[src/rtl/mem_access_unit.sv]
// Memory-stage controller: drives the data-memory req/ack port, stalls the front
// of the pipeline while an access is outstanding and feeds MEM/WB (bubbles while waiting).
module mem_access_unit #(
  parameter int TIMEOUT = 16
) (
  input  logic        clk,
  input  logic        reset,
  input  logic        valid,
  input  logic        MemRead,
  input  logic        MemWrite,
  input  logic [1:0]  size,
  input  logic [63:0] address,
  input  logic [63:0] writeData,
  input  logic [4:0]  Rd,
  input  logic [1:0]  MemToReg,
  input  logic        RegWrite,
  input  logic        ChooseRd,
  output logic        dm_req,
  output logic        dm_we,
  output logic [63:0] dm_addr,
  output logic [63:0] dm_wdata,
  output logic [1:0]  dm_size,
  input  logic        dm_ack,
  input  logic [63:0] dm_rdata,
  output logic [63:0] memData,
  output logic [63:0] addressout,
  output logic [4:0]  Rdout,
  output logic [1:0]  MemToRegout,
  output logic        RegWriteout,
  output logic        ChooseRdout,
  output logic        stall,
  output logic        fault
);

  localparam logic [1:0] IDLE = 2'd0;
  localparam logic [1:0] WAIT = 2'd1;
  localparam logic [1:0] DONE = 2'd2;
  localparam int CW = $clog2(TIMEOUT + 1);

  logic [1:0]    state;
  logic [CW-1:0] wait_cnt;
  logic [63:0]   r_addr, r_wdata, r_data;
  logic [1:0]    r_size, r_memtoreg;
  logic [4:0]    r_rd;
  logic          r_we, r_regwrite, r_chooserd;
  logic          mem_op, misaligned, timed_out;
  logic          stall_c, fault_c;

  function automatic logic [63:0] zext(input logic [63:0] d, input logic [1:0] sz);
    case (sz)
      2'b00:   return {56'b0, d[7:0]};
      2'b01:   return {48'b0, d[15:0]};
      2'b10:   return {32'b0, d[31:0]};
      default: return d;
    endcase
  endfunction

  assign mem_op = valid & (MemRead | MemWrite);

  always_comb begin
    // NOTE: every always_comb output gets a default first so no latch is inferred.
    misaligned = 1'b0;
    case (size)
      2'b01:   misaligned = address[0];
      2'b10:   misaligned = |address[1:0];
      2'b11:   misaligned = |address[2:0];
      default: misaligned = 1'b0;
    endcase
  end

  // An ack in the same cycle the counter saturates still wins over the timeout.
  assign timed_out = (state == WAIT) && !dm_ack && (wait_cnt == CW'(TIMEOUT));

  // NOTE: sequential state uses non-blocking assignments only.
  always_ff @(posedge clk or negedge reset) begin
    if (!reset) begin
      state      <= IDLE;
      wait_cnt   <= '0;
      r_addr     <= '0;
      r_wdata    <= '0;
      r_data     <= '0;
      r_size     <= '0;
      r_memtoreg <= '0;
      r_rd       <= '0;
      r_we       <= 1'b0;
      r_regwrite <= 1'b0;
      r_chooserd <= 1'b0;
    end else begin
      case (state)
        IDLE: if (mem_op && !misaligned) begin
          state      <= WAIT;
          wait_cnt   <= '0;
          r_addr     <= address;
          r_size     <= size;
          r_wdata    <= zext(writeData, size);
          r_we       <= MemWrite;
          r_rd       <= Rd;
          r_memtoreg <= MemToReg;
          r_regwrite <= RegWrite;
          r_chooserd <= ChooseRd;
          r_data     <= '0;
        end
        WAIT: begin
          if (dm_ack) begin
            r_data <= r_we ? 64'd0 : zext(dm_rdata, r_size);
            state  <= DONE;
          end else if (timed_out) begin
            r_data     <= '0;
            r_regwrite <= 1'b0;
            state      <= DONE;
          end else begin
            // Only reached below TIMEOUT, so the increment saturates there.
            wait_cnt <= wait_cnt + 1'b1;
          end
        end
        DONE:    state <= IDLE;
        default: state <= IDLE;
      endcase
    end
  end

  assign dm_req   = (state == WAIT);
  assign dm_we    = r_we;
  assign dm_addr  = r_addr;
  assign dm_wdata = r_wdata;
  assign dm_size  = r_size;

  always_comb begin
    addressout  = r_addr;
    Rdout       = r_rd;
    ChooseRdout = r_chooserd;
    MemToRegout = 2'b00;
    RegWriteout = 1'b0;
    memData     = '0;
    stall_c     = 1'b0;
    fault_c     = 1'b0;
    case (state)
      IDLE: begin
        addressout  = address;
        Rdout       = Rd;
        ChooseRdout = ChooseRd;
        if (mem_op) begin
          fault_c = misaligned;
          stall_c = !misaligned;
        end else begin
          MemToRegout = MemToReg;
          RegWriteout = RegWrite & valid;
        end
      end
      WAIT: begin
        stall_c = 1'b1;
        fault_c = timed_out;
      end
      DONE: begin
        MemToRegout = r_memtoreg;
        RegWriteout = r_regwrite;
        memData     = r_data;
      end
      default: ;
    endcase
  end

  // In IDLE these depend on live inputs, so reset masks them to drop without a clock.
  assign stall = stall_c & reset;
  assign fault = fault_c & reset;

endmodule

[config.mk]
export PLATFORM = sky130hd
export DESIGN_NAME = mem_access_unit
export DESIGN_NICKNAME = d
export VERILOG_FILES = /design/src/rtl/mem_access_unit.sv
export SDC_FILE = /design/constraint.sdc
export NUM_CORES = 1
export LEC_CHECK = 0
export ABC_AREA = 1
export BUFFER_PORTS_ARGS = -buffer_cell sky130_fd_sc_hd__buf_2
export CORE_AREA = 2 2 189 191
export CTS_BUF_LIST = sky130_fd_sc_hd__clkbuf_8
export CTS_CLUSTER_SIZE = 8
export DETAILED_ROUTE_END_ITERATION = 7
export DIE_AREA = 0 0 191 193
export GPL_ROUTABILITY_DRIVEN = 0
export SLEW_MARGIN = 20
export SYNTH_ARGS = -nofsm -noshare
export SYNTH_HDL_FRONTEND = slang
export SYNTH_SLANG_ARGS = --single-unit
[constraint.sdc]
create_clock -name clk -period 1.55 [get_ports clk]
set_input_delay 0.0775 -clock clk [delete_from_list [all_inputs] [get_ports clk]]
set_output_delay 0.0775 -clock clk [all_outputs]
set_load 0.05 [all_outputs]
* Yosys cells after proc, flatten, opt, wreduce, memory -nomap -nowiden *
Index checks and enable logic that the tools add are counted.

operators by class
  add/subtract/negate cells = 1
  equal/unequal tests = 13
  multiplexer cells = 32
  bitwise operators = 5
  reductions and logical operators = 16

operators by type and width
  kind                                                              number
  64-bit two-way mux                                                6
  64-bit case mux with 3 select lines                               2
  64-bit case mux with 2 select lines                               1
  5-bit two-way mux                                                 4
  5-bit case mux with 2 select lines                                1
  2-bit == test (second input constant)                             4
  2-bit two-way mux                                                 4
  1-bit case mux with 2 select lines                                4
  2-bit case mux with 2 select lines                                2
  4-bit AND reduction                                               2
  1-bit two-way mux                                                 7
  2-bit by 1-bit == test with 1-bit output (second input constant)  3
  2-bit logical NOT                                                 3
  2-bit != test (second input constant)                             3
  5-bit by 1-bit adder with 5-bit output (second input constant)    1
  5-bit == test (second input constant)                             1
  1-bit bitwise AND                                                 4
  2-bit AND reduction                                               2
  1-bit logical AND                                                 3
  3-bit by 1-bit != test with 1-bit output (second input constant)  1
  1-bit case mux with 3 select lines                                1
  3-bit AND reduction                                               1
  3-bit OR reduction                                                1
  1-bit logical NOT                                                 2
  4 further kinds                                                   4

word-level totals
  register bits = 211

* Longest topological paths before layout *
  depth after elaboration = 6
  mapped depth = 9
  mapped depth without buffers = 8

* Least setup slack after synthesis *
OpenSTA, ideal clock, no wires.

  path type = register to output
  from = register state[1]
  to = output MemToRegout[0]
  arrival time = 1.972 ns
  data required time = 1.472 ns
  setup slack = -0.499 ns
  stages on the path, launching flop included = 5
  buffers on the path = 1
  cell sequence = dfrtp_1 > inv_2 > nand2_4 > buf_2 > o31ai_1

on the way
  longest elaborated chain between the ends = 2
  elaborated cells on any way between the ends = 3
  classes of those cells = eq/ne (1); mux (1); reduce/logical (1)

ends and longest elaborated chain
  element                                             line  RTL
  from (decl)                                         40    logic [1:0] state;
  from (signal assigned)                              77    state <= IDLE;
  from (signal assigned)                              91    state <= WAIT;
  from (signal assigned)                              106   state <= DONE;
  2-bit == test or 2-bit logical NOT (tied branches)  137   case (state)
  2-bit case mux with 2 select lines *                137
  to (decl)                                           28    output logic [1:0] MemToRegout,

Every way passes the cells marked *; elsewhere a longest branch is shown, timed or not.

* Worst setup path in the final report *
  from = register state[1]
  to = output addressout[3]

on the way
  longest elaborated chain between the ends = 2

ends and longest elaborated chain
  element             line  RTL
  2-bit logical NOT   137
  64-bit two-way mux  137
  to (decl)           26    output logic [63:0] addressout,

Every way passes these cells.

==> results.json <==
{
  "cap_violations": 0,
  "finalClockSkew_ps": 24.3,
  "dieArea_um2": 36900,
  "ys_warn_count": 0,
  "hold_class": "in -> reg",
  "placed_area_um2": 13000,
  "cts-buffers-inserted": 38,
  "drive_gt1_frac": 0.410,
  "min-delay-start": "size[1]",
  "synth_area_per_cell_um2": 7.84,
  "clock_latency_ps": 560,
  "crit_required_ps": 1470,
  "cts_buffer_depth": 3,
  "yosysSeqAreaShare": 0.546,
  "slew_violations": 0,
  "first_pass_iters": 5,
  "hold_viol": 0,
  "pre_cts_slack_ps": 35.9,
  "cp.arrival_ps": 1880,
  "ys_types": 28,
  "synth_nets": 1444,
  "powerDensity_nw_per_um2": 1330,
  "via_count": 11540,
  "violations": "setup timing",
  "clk_pin_slew_ps": 60,
  "final_common_cell": "nand2_1",
  "whs_path_depth": 6,
  "nets": 2197,
  "drc": 0,
  "timing.final.crit_share": 1.26,
  "hpwl_mm": 23.2,
  "start_kind": "flip-flop",
  "antenna_found_initial": 1,
  "grt_pass1_wl_mm": 58.1,
  "portBuffers": 479,
  "htree_levels": 2,
  "final_util": 0.523,
  "drtIter0Drc": 632,
  "root_buffer": "clkbuf_8",
  "ys_ff_latch": 211,
  "cp-end-kind": "output port",
  "dp.cells": 2143,
  "core_area_um2": 35000,
  "routedWlPerCell_um": 17.5,
  "area_growth_pct": 89.0,
  "holdPathEnd": "dm_wdata[21]$_DFFE_PN0P_",
  "cts_sinks": 211,
  "drtAntennaViolNets": 0,
  "start_util": 0.277,
  "setup_viol": 349,
  "reg2reg_depth": 11,
  "rsz0062_at_grt": "yes",
  "fin_tns_setup_ps": -83370,
  "path_max_fanout": 10,
  "p_leak_nw": 9.42,
  "r2r-start": "state[1]$_DFFE_PN0P_",
  "tritoncts": "built",
  "critPathKind": "reg -> out",
  "ir_drop_uv": 1070,
  "hold_ws_ps": 77.2,
  "period_needed_ps": 1960,
  "relSlewSlack": 0.542,
  "total_power_mw": 24.4,
  "fillers": 2920,
  "status": "finished with violations",
  "worst_pin_slew_ps": 684,
  "reg2reg_setup_slack_ps": -260,
  "die_h_um": 193,
  "synth_cells": 1233,
  "pin_count": 480,
  "layout_setup_ws_ps": -410,
  "syn_area_um2": 9670,
  "fmax_ghz": 0.510,
  "rows": 69,
  "synth_area_leaders": "dfrtp_1, nand2_1, inv_1",
  "mostFrequentLayoutCells": "nand2_1, buf_2, dfrtp_1",
  "grt_max_degree": 117,
  "chipWidth_um": 191,
  "synth_top_area_frac": 0.546,
  "r2r_end": "r_data[28]$_DFFE_PN0P_",
  "grt_pass1_vias": 11332,
  "drt-vias-per-instance": 4.66,
  "synth_top_area_cell": "dfrtp_1",
  "gr-total-overflow": 0,
  "final_area_um2": 18300,
  "grtUsageTotal": 0.198,
  "multiInputGateArea_um2": 4200,
  "finalWirelength_mm": 43.4,
  "fin_cells": 2476,
  "seq_area_um2": 5280
}
-- Yosys cell counts --
library cell,number
o21ai_0,93
nand3_2,1
ha_1,2
o31ai_1,2
inv_1,151
nand4_1,1
nand2_2,3
xnor2_1,1
o21bai_2,1
o22ai_1,1
nand2_1,504
inv_2,5
mux2i_1,1
xor2_1,2
clkbuf_1,16
nor2_1,71
a21oi_2,1
a21oi_1,2
nand3_1,12
buf_4,21
o21ai_1,94
buf_2,20
nor2_2,1
dfrtp_1,211
buf_6,7
nand2_4,3
nand3b_1,1
nor2_4,5
-- layer usage --
| metal | share of wire | wire length, um | GRT usage | vias up |
|---|---|---|---|---|
| met2 | 0.48 | 20900 | 0.347 | 645 |
| met5 | 0 | 0 | 0 | - |
| met3 | 0.088 | 3820 | 0.0583 | 158 |
| li1 | - | - | - | 5282 |
| met4 | 0.051 | 2200 | 0.0909 | 0 |
| met1 | 0.38 | 16400 | 0.223 | 5455 |
-- area by class of cell --
| class | count | share of cell area |
|---|---|---|
| repair buffers | 776 | 0.375 |
| flip-flops and latches | 211 | 0.289 |
| multi-input cells | 803 | 0.230 |
| clock buffers | 49 | 0.0369 |
| inverters | 156 | 0.0323 |
| well taps | 461 | 0.0316 |
| clock inverters | 18 | 0.00514 |
| diodes | 2 | 0.000274 |
-- flip-flops by register name, indices dropped and copies added, names as in the netlist --
name,count
dm_addr,64
dm_size,2
dm_wdata,64
dm_we,1
r_chooserd,1
r_data,64
r_memtoreg,2
r_rd,5
r_regwrite,1
state,2
wait_cnt,5
-- how the worst max path moves through the flow --
| stage | from | endpoint | slack [ps] |
|---|---|---|---|
| 6_report | state[1]$_DFFE_PN0P_ | addressout[3] | -410 |
| 5_1_grt | state[0]$_DFFE_PN0P_ | memData[1] | -500 |
| 4_1_cts | state[1]$_DFFE_PN0P_ | addressout[18] | -460 |
| 3_5_place_dp | state[1]$_DFFE_PN0P_ | addressout[13] | 40 |
| 3_3_place_gp | state[1]$_DFFE_PN0P_ | addressout[28] | 70 |
| 2_1_floorplan | state[1]$_DFFE_PN0P_ | addressout[10] | -390 |
-- worst max-delay path, cell delays in order, from the launching register on --
cell	delay, ps
dfrtp_1	410
inv_2	110
nand2_8	90
buf_12	170
clkbuf_16	190
o21ai_2	150
buf_6	180
-- what timing repair did --
item / CTS / global route
endpoints found under the setup margin: 166 / 348
resized for setup: 389 / 135
hold endpoints to repair: 414 / 0
pin swaps: 8 / 8
hold buffers: 205 / 0
gates cloned: 10 / 23
setup buffers: 21 / 6
-- cells by family (layout without fill, tap and decap cells) --
kind of cell               after synthesis  in the layout  synth area share
buffers and inverters                  220            999             0.102
other                                    0              2                 0
adders and majority gates                2              2           0.00259
AOI/OAI and AO/OA                      194            194             0.102
DFF                                    211            211             0.546
muxes                                    1              1           0.00104
xor gates and xnor gates                 3              3           0.00272
and+or+nand+nor                        602            603             0.244
-- where the power goes --
group / switching, mW / total (mW) / internal, mW
Sequential: 0.895 / 7.54 / 6.65
Clock: 2.50 / 5.36 / 2.86
Combinational: 7.77 / 11.5 / 3.70
Total: 11.2 / 24.4 / 13.2
(Power assumes the default switching activity.)
